--- src/rtl/axi_read_arbiter.sv ---
// Two-master round-robin arbiter sharing one slave AXI read port (AR and R channels).
// The grant is locked from AR issue until the RLAST handshake; R is routed by the registered grant.
module axi_read_arbiter #(
  parameter int ID_W   = 4,
  parameter int IDS_W  = 8,
  parameter int ADDR_W = 32,
  parameter int DATA_W = 32
) (
  input  logic              ACLK,
  input  logic              ARESETn,
  // master 0
  input  logic [ID_W-1:0]   ARID_M0,
  input  logic [ADDR_W-1:0] ARADDR_M0,
  input  logic [3:0]        ARLEN_M0,
  input  logic [2:0]        ARSIZE_M0,
  input  logic [1:0]        ARBURST_M0,
  input  logic              ARVALID_M0,
  output logic              ARREADY_M0,
  output logic [ID_W-1:0]   RID_M0,
  output logic [DATA_W-1:0] RDATA_M0,
  output logic [1:0]        RRESP_M0,
  output logic              RLAST_M0,
  output logic              RVALID_M0,
  input  logic              RREADY_M0,
  // master 1
  input  logic [ID_W-1:0]   ARID_M1,
  input  logic [ADDR_W-1:0] ARADDR_M1,
  input  logic [3:0]        ARLEN_M1,
  input  logic [2:0]        ARSIZE_M1,
  input  logic [1:0]        ARBURST_M1,
  input  logic              ARVALID_M1,
  output logic              ARREADY_M1,
  output logic [ID_W-1:0]   RID_M1,
  output logic [DATA_W-1:0] RDATA_M1,
  output logic [1:0]        RRESP_M1,
  output logic              RLAST_M1,
  output logic              RVALID_M1,
  input  logic              RREADY_M1,
  // slave
  output logic [IDS_W-1:0]  ARID_S,
  output logic [ADDR_W-1:0] ARADDR_S,
  output logic [3:0]        ARLEN_S,
  output logic [2:0]        ARSIZE_S,
  output logic [1:0]        ARBURST_S,
  output logic              ARVALID_S,
  input  logic              ARREADY_S,
  input  logic [IDS_W-1:0]  RID_S,
  input  logic [DATA_W-1:0] RDATA_S,
  input  logic [1:0]        RRESP_S,
  input  logic              RLAST_S,
  input  logic              RVALID_S,
  output logic              RREADY_S
);

  typedef enum logic [1:0] {IDLE, ADDR, DATA} state_t;

  state_t r_state, w_state_nxt;
  logic   r_grant, w_grant_nxt;
  logic   r_last,  w_last_nxt;

  logic   w_req, w_win, w_sel, w_fwd, w_dat, w_rdone;
  logic   w_r0, w_r1;
  logic   w_unused_rid_hi;

  // Upper slave RID bits only carry the master index, which the registered grant already knows.
  assign w_unused_rid_hi = ^RID_S[IDS_W-1:ID_W];

  assign w_req = ARVALID_M0 | ARVALID_M1;
  assign w_win = (ARVALID_M0 & ARVALID_M1) ? ~r_last : ARVALID_M1;
  assign w_sel = (r_state == IDLE) ? w_win : r_grant;
  assign w_fwd = ((r_state == IDLE) & w_req) | (r_state == ADDR);
  assign w_dat = (r_state == DATA);
  assign w_r0  = w_dat & ~r_grant;
  assign w_r1  = w_dat &  r_grant;

  // AR forwarding
  always_comb begin
    ARID_S     = '0;
    ARADDR_S   = '0;
    ARLEN_S    = '0;
    ARSIZE_S   = '0;
    ARBURST_S  = '0;
    ARVALID_S  = 1'b0;
    ARREADY_M0 = 1'b0;
    ARREADY_M1 = 1'b0;
    if (w_fwd) begin
      ARVALID_S = 1'b1;
      if (w_sel) begin
        ARID_S     = {(IDS_W-ID_W)'(1'b1), ARID_M1};
        ARADDR_S   = ARADDR_M1;
        ARLEN_S    = ARLEN_M1;
        ARSIZE_S   = ARSIZE_M1;
        ARBURST_S  = ARBURST_M1;
        ARREADY_M1 = ARREADY_S;
      end else begin
        ARID_S     = {(IDS_W-ID_W)'(1'b0), ARID_M0};
        ARADDR_S   = ARADDR_M0;
        ARLEN_S    = ARLEN_M0;
        ARSIZE_S   = ARSIZE_M0;
        ARBURST_S  = ARBURST_M0;
        ARREADY_M0 = ARREADY_S;
      end
    end
  end

  // R routing; RVALID_S outside DATA is held off by RREADY_S=0
  assign RVALID_M0 = w_r0 & RVALID_S;
  assign RID_M0    = w_r0 ? RID_S[ID_W-1:0] : '0;
  assign RDATA_M0  = w_r0 ? RDATA_S : '0;
  assign RRESP_M0  = w_r0 ? RRESP_S : '0;
  assign RLAST_M0  = w_r0 & RLAST_S;

  assign RVALID_M1 = w_r1 & RVALID_S;
  assign RID_M1    = w_r1 ? RID_S[ID_W-1:0] : '0;
  assign RDATA_M1  = w_r1 ? RDATA_S : '0;
  assign RRESP_M1  = w_r1 ? RRESP_S : '0;
  assign RLAST_M1  = w_r1 & RLAST_S;

  assign RREADY_S  = (w_r0 & RREADY_M0) | (w_r1 & RREADY_M1);
  assign w_rdone   = RVALID_S & RREADY_S & RLAST_S;

  always_comb begin
    w_state_nxt = r_state;
    w_grant_nxt = r_grant;
    w_last_nxt  = r_last;
    case (r_state)
      IDLE: begin
        if (w_req) begin
          w_grant_nxt = w_win;
          w_state_nxt = ARREADY_S ? DATA : ADDR;
        end
      end
      ADDR: begin
        if (ARREADY_S) w_state_nxt = DATA;
      end
      DATA: begin
        if (w_rdone) begin
          w_state_nxt = IDLE;
          w_last_nxt  = r_grant;
        end
      end
      default: w_state_nxt = IDLE;
    endcase
  end

  always_ff @(posedge ACLK or negedge ARESETn) begin
    if (!ARESETn) begin
      r_state <= IDLE;
      r_grant <= 1'b0;
      r_last  <= 1'b1;
    end else begin
      r_state <= w_state_nxt;
      r_grant <= w_grant_nxt;
      r_last  <= w_last_nxt;
    end
  end

endmodule

--- config.mk ---
export PLATFORM = sky130hd
export DESIGN_NAME = axi_read_arbiter
export DESIGN_NICKNAME = d
export VERILOG_FILES = /design/src/rtl/axi_read_arbiter.sv
export SDC_FILE = /design/constraint.sdc
export NUM_CORES = 1
export LEC_CHECK = 0
export CAP_MARGIN = 30
export CORE_AREA = 2 2 107 109
export CTS_CLUSTER_DIAMETER = 200
export CTS_CLUSTER_SIZE = 24
export DETAILED_ROUTE_END_ITERATION = 6
export DIE_AREA = 0 0 109 111
export HOLD_SLACK_MARGIN = 0.06
export PLACE_DENSITY = 0.8
export SLEW_MARGIN = 20
export SYNTH_ARGS = -nofsm -noshare
export SYNTH_HDL_FRONTEND = slang
export SYNTH_SLANG_ARGS = --single-unit
--- constraint.sdc ---
create_clock -name ACLK -period 2.23 [get_ports ACLK]
set_input_delay 0.669 -clock ACLK [delete_from_list [all_inputs] [get_ports ACLK]]
set_output_delay 0.669 -clock ACLK [all_outputs]
set_load 0.005 [all_outputs]
==> reports/qor.yml <==
clock_path_buffers: 2
synth.top_cells.by_area: "and2_1, a21o_1, nand3b_1, nand2b_1, a31oi_1"
max_clock_freq_mhz: 406
seq_power_share_pct: 2.7
crit_arrival_ns: 1.80
firstDrtPassIters: 5
required_ns: 1.56
power.density_mw_per_mm2: 1000
cap_violations: 0
p_sw_mw: 2.66
syn_to_final_growth_pct: 129
die_h_microns: 111
cts-root-buf: "clkbuf_16"
setup_slack_ns: -0.236
post-place-ws_ns: -1.06
crit_type: "input pin to primary output"
die_w_microns: 109
ys_warn_count: 0
wl_microns: 15500
p_leak_nw: 2.92
synth_most_common_cell: "and2_1"
hold_violations: 0
worstHoldPathType: "input pin to asynchronous set/reset pin"
grt_antenna_before_repair: 2
register_area_sq_um: 104
ir_worst_vdd_mv: 0.690
max_stage_delay_ns: 0.20
synth_cell_types: 28
crit_chain: "buf_6 > a21boi_4 > buf_6 > buf_6 > buf_16 > nand3b_1 > a31oi_1 > buf_2"
cts_hold_buf: 0
synth-xor-area-share_pct: 0
crit_family: "buffers and inverters"
p_int_mw: 3.45
drtIter0Drc: 340
grt_pass1_vias: 4196
grt_max_degree: 81
nets: 863
rows: 39
initial_utilization_pct: 24.1
outcome: "complete, but fails checks"
fin_cells: 866
ant_nets: 0
grt_pass1_wl_microns: 21900
holdWs_ns: 0.648
synth_edf_count: 0
syn_area_per_cell_sq_um: 6.23
cts_buffers: 3
grt_setup_unrepaired: "yes"
synth_common_cells: "and2_1, nand2_1, nand2b_1"
endpoint_kind: "primary output"
finalCriticalPeriod_ns: 2.47
dpl_cell_area_sq_mm: 0.00558
syn_inst: 429
die_area_sq_mm: 0.0121
cts_tree: "done"
postSynth.asyncResetShare_pct: 100
drc: 0
io_pins: 274
core_area_sq_mm: 0.0111
power.total_mw: 6.11
cts.htree.levels: 1
fin_skew_ns: 0.00569
wire_per_inst_microns: 17.9
synthAdderAreaFrac_pct: 0
setup_viol: 47
fin_crit_sh_pct: 111
synth.cell_area_sq_mm: 0.00267
viasPerCell: 5.14
clock-sinks: 4
clkTransAtPathRegs_ns: 0.04
yosysSeqAreaShare_pct: 3.79
portBuffers: 266
place_inst: 814
crit_top_cell: "buf_6"
hpwlAfterDp_microns: 9540
power_frac_clock_pct: 4.8
synth.largest_area_cell: "and2_1"
synth.top_cell.area_share_pct: 18.7
worst_path_max_delay_cell: "a31oi_1"
startpoint_type: "input pin"
synthFlopType: "dfrtp_1"
drv_slew: 0
fillers: 1037
grt_usage_pct: 22.8
gp_congestion: 0.829
synthSimpleGateAreaFrac_pct: 59.5
path_max_fanout: 7
power_frac_comb_pct: 92.5
crit_buf_inv: 5
synth_top_family_by_area: "simple AND/OR/NAND/NOR gates"
yosys_register_bits: 4
clk_latency_ns: 0.23
muxShareOfSynthArea_pct: 1.17
drive_above_1_share_pct: 34.0
overflow: 0
vias: 4450
synth_compound_area_share_pct: 24.1
swShare_pct: 43.6
multi_input_area_sq_mm: 0.00248
violations: "negative setup slack"
finalInstanceArea_sq_mm: 0.00611
==> metal layers <==
metal	GRT usage (%)	part of all wire, %
met1	23.4	35
met2	44.3	54
met3	4.47	8.1
met4	7.95	3.2
met5	0	0
==> path summary, 6_finish.rpt <==
check	start	to	slack, ns	depth (start not counted)
max	ARVALID_M1	ARADDR_S[0]	-0.24	8
min	ARESETn	r_state[0]	0.65	1
max reg2reg	r_grant	r_last	0.35	8
min reg2reg	r_last	r_last	0.65	1
max in group asynchronous	ARESETn	r_last	1.32	1
min in group ACLK	r_last	r_last	0.65	1
==> stage by stage <==
step | util [%] | setup TNS, ns
after floorplan | - | 0
after global placement | 50.4 | -61.69
after detailed placement | 50.4 | -63.29
after CTS | 55.8 | -9.08
after global routing | 55.1 | -10.59
final | 55.1 | -7.58
==> sequential cells by signal, summed over array words and instances (netlist names) <==
| name | cells |
|---|---|
| r_state | 2 |
| r_grant | 1 |
| r_last | 1 |
==> repair_timing <==
item                                    4_1_cts  5_1_grt
gates cloned                                 18        6
endpoints found under the setup margin      130      116
gates resized for setup                     387      179
buffers inserted                             21        6
pin swaps                                    52       43
endpoints found under the hold margin         0        0
==> cells by family (layout without fill, tap and decap cells) <==
family,Yosys count,in the layout
AND/OR/NAND/NOR,274,274
AO/OA/AOI/OAI,93,93
buffers and inverters,54,344
flip-flops,4,4
multiplexers,3,3
other,1,5
==> final cells by class <==
class	instances	area share [%]
repair buffers	338	53.3
multi-input cells	373	40.6
well taps	143	2.93
flip-flops and latches	4	1.70
clock buffers	4	1.29
inverters	2	0.164
diodes	2	0.0820
==> power by group through the flow <==
stage                     Clock (mW)  Sequential (mW)  Combinational [mW]
final                          0.294            0.165                5.65
after global routing           0.307            0.168                6.03
after CTS                      0.296            0.163                5.34
after detailed placement           0            0.162                4.80
after global placement             0            0.163                4.68
after floorplan                    0            0.132                2.48
==> worst register-to-register path, delay by kind of cell, from the launching register on <==
kind                   cells  cell delay (ns)
muxes                      2             0.51
buffers and inverters      5             0.65
DFF                        1             0.43
and+or+nand+nor            1             0.21
==> placed cells by master, fill, tap and decap left out, drive strengths merged <==
master | Yosys | routed
or2 | 1 | 1
dfrtp | 3 | 3
o2bb2ai | 1 | 1
nor3b | 1 | 1
clkdlybuf4s15 | 0 | 1
dfstp | 1 | 1
nand3 | 45 | 45
nand2b | 46 | 46
buf | 32 | 123
and3 | 1 | 1
nand3b | 45 | 45
and2 | 80 | 80
conb | 1 | 3
mux2i | 2 | 2
a21boi | 1 | 1
dlygate4sd2 | 0 | 27
a31oi | 45 | 45
diode | 0 | 2
nand2 | 47 | 47
dlymetal6s2s | 0 | 12
clkbuf | 20 | 81
nor2 | 6 | 6
mux2 | 1 | 1
inv | 2 | 2
nor3 | 2 | 2
a22o | 1 | 1
a21o | 45 | 45
clkdlybuf4s50 | 0 | 98
Note: power is estimated with default switching activity, not from simulation.
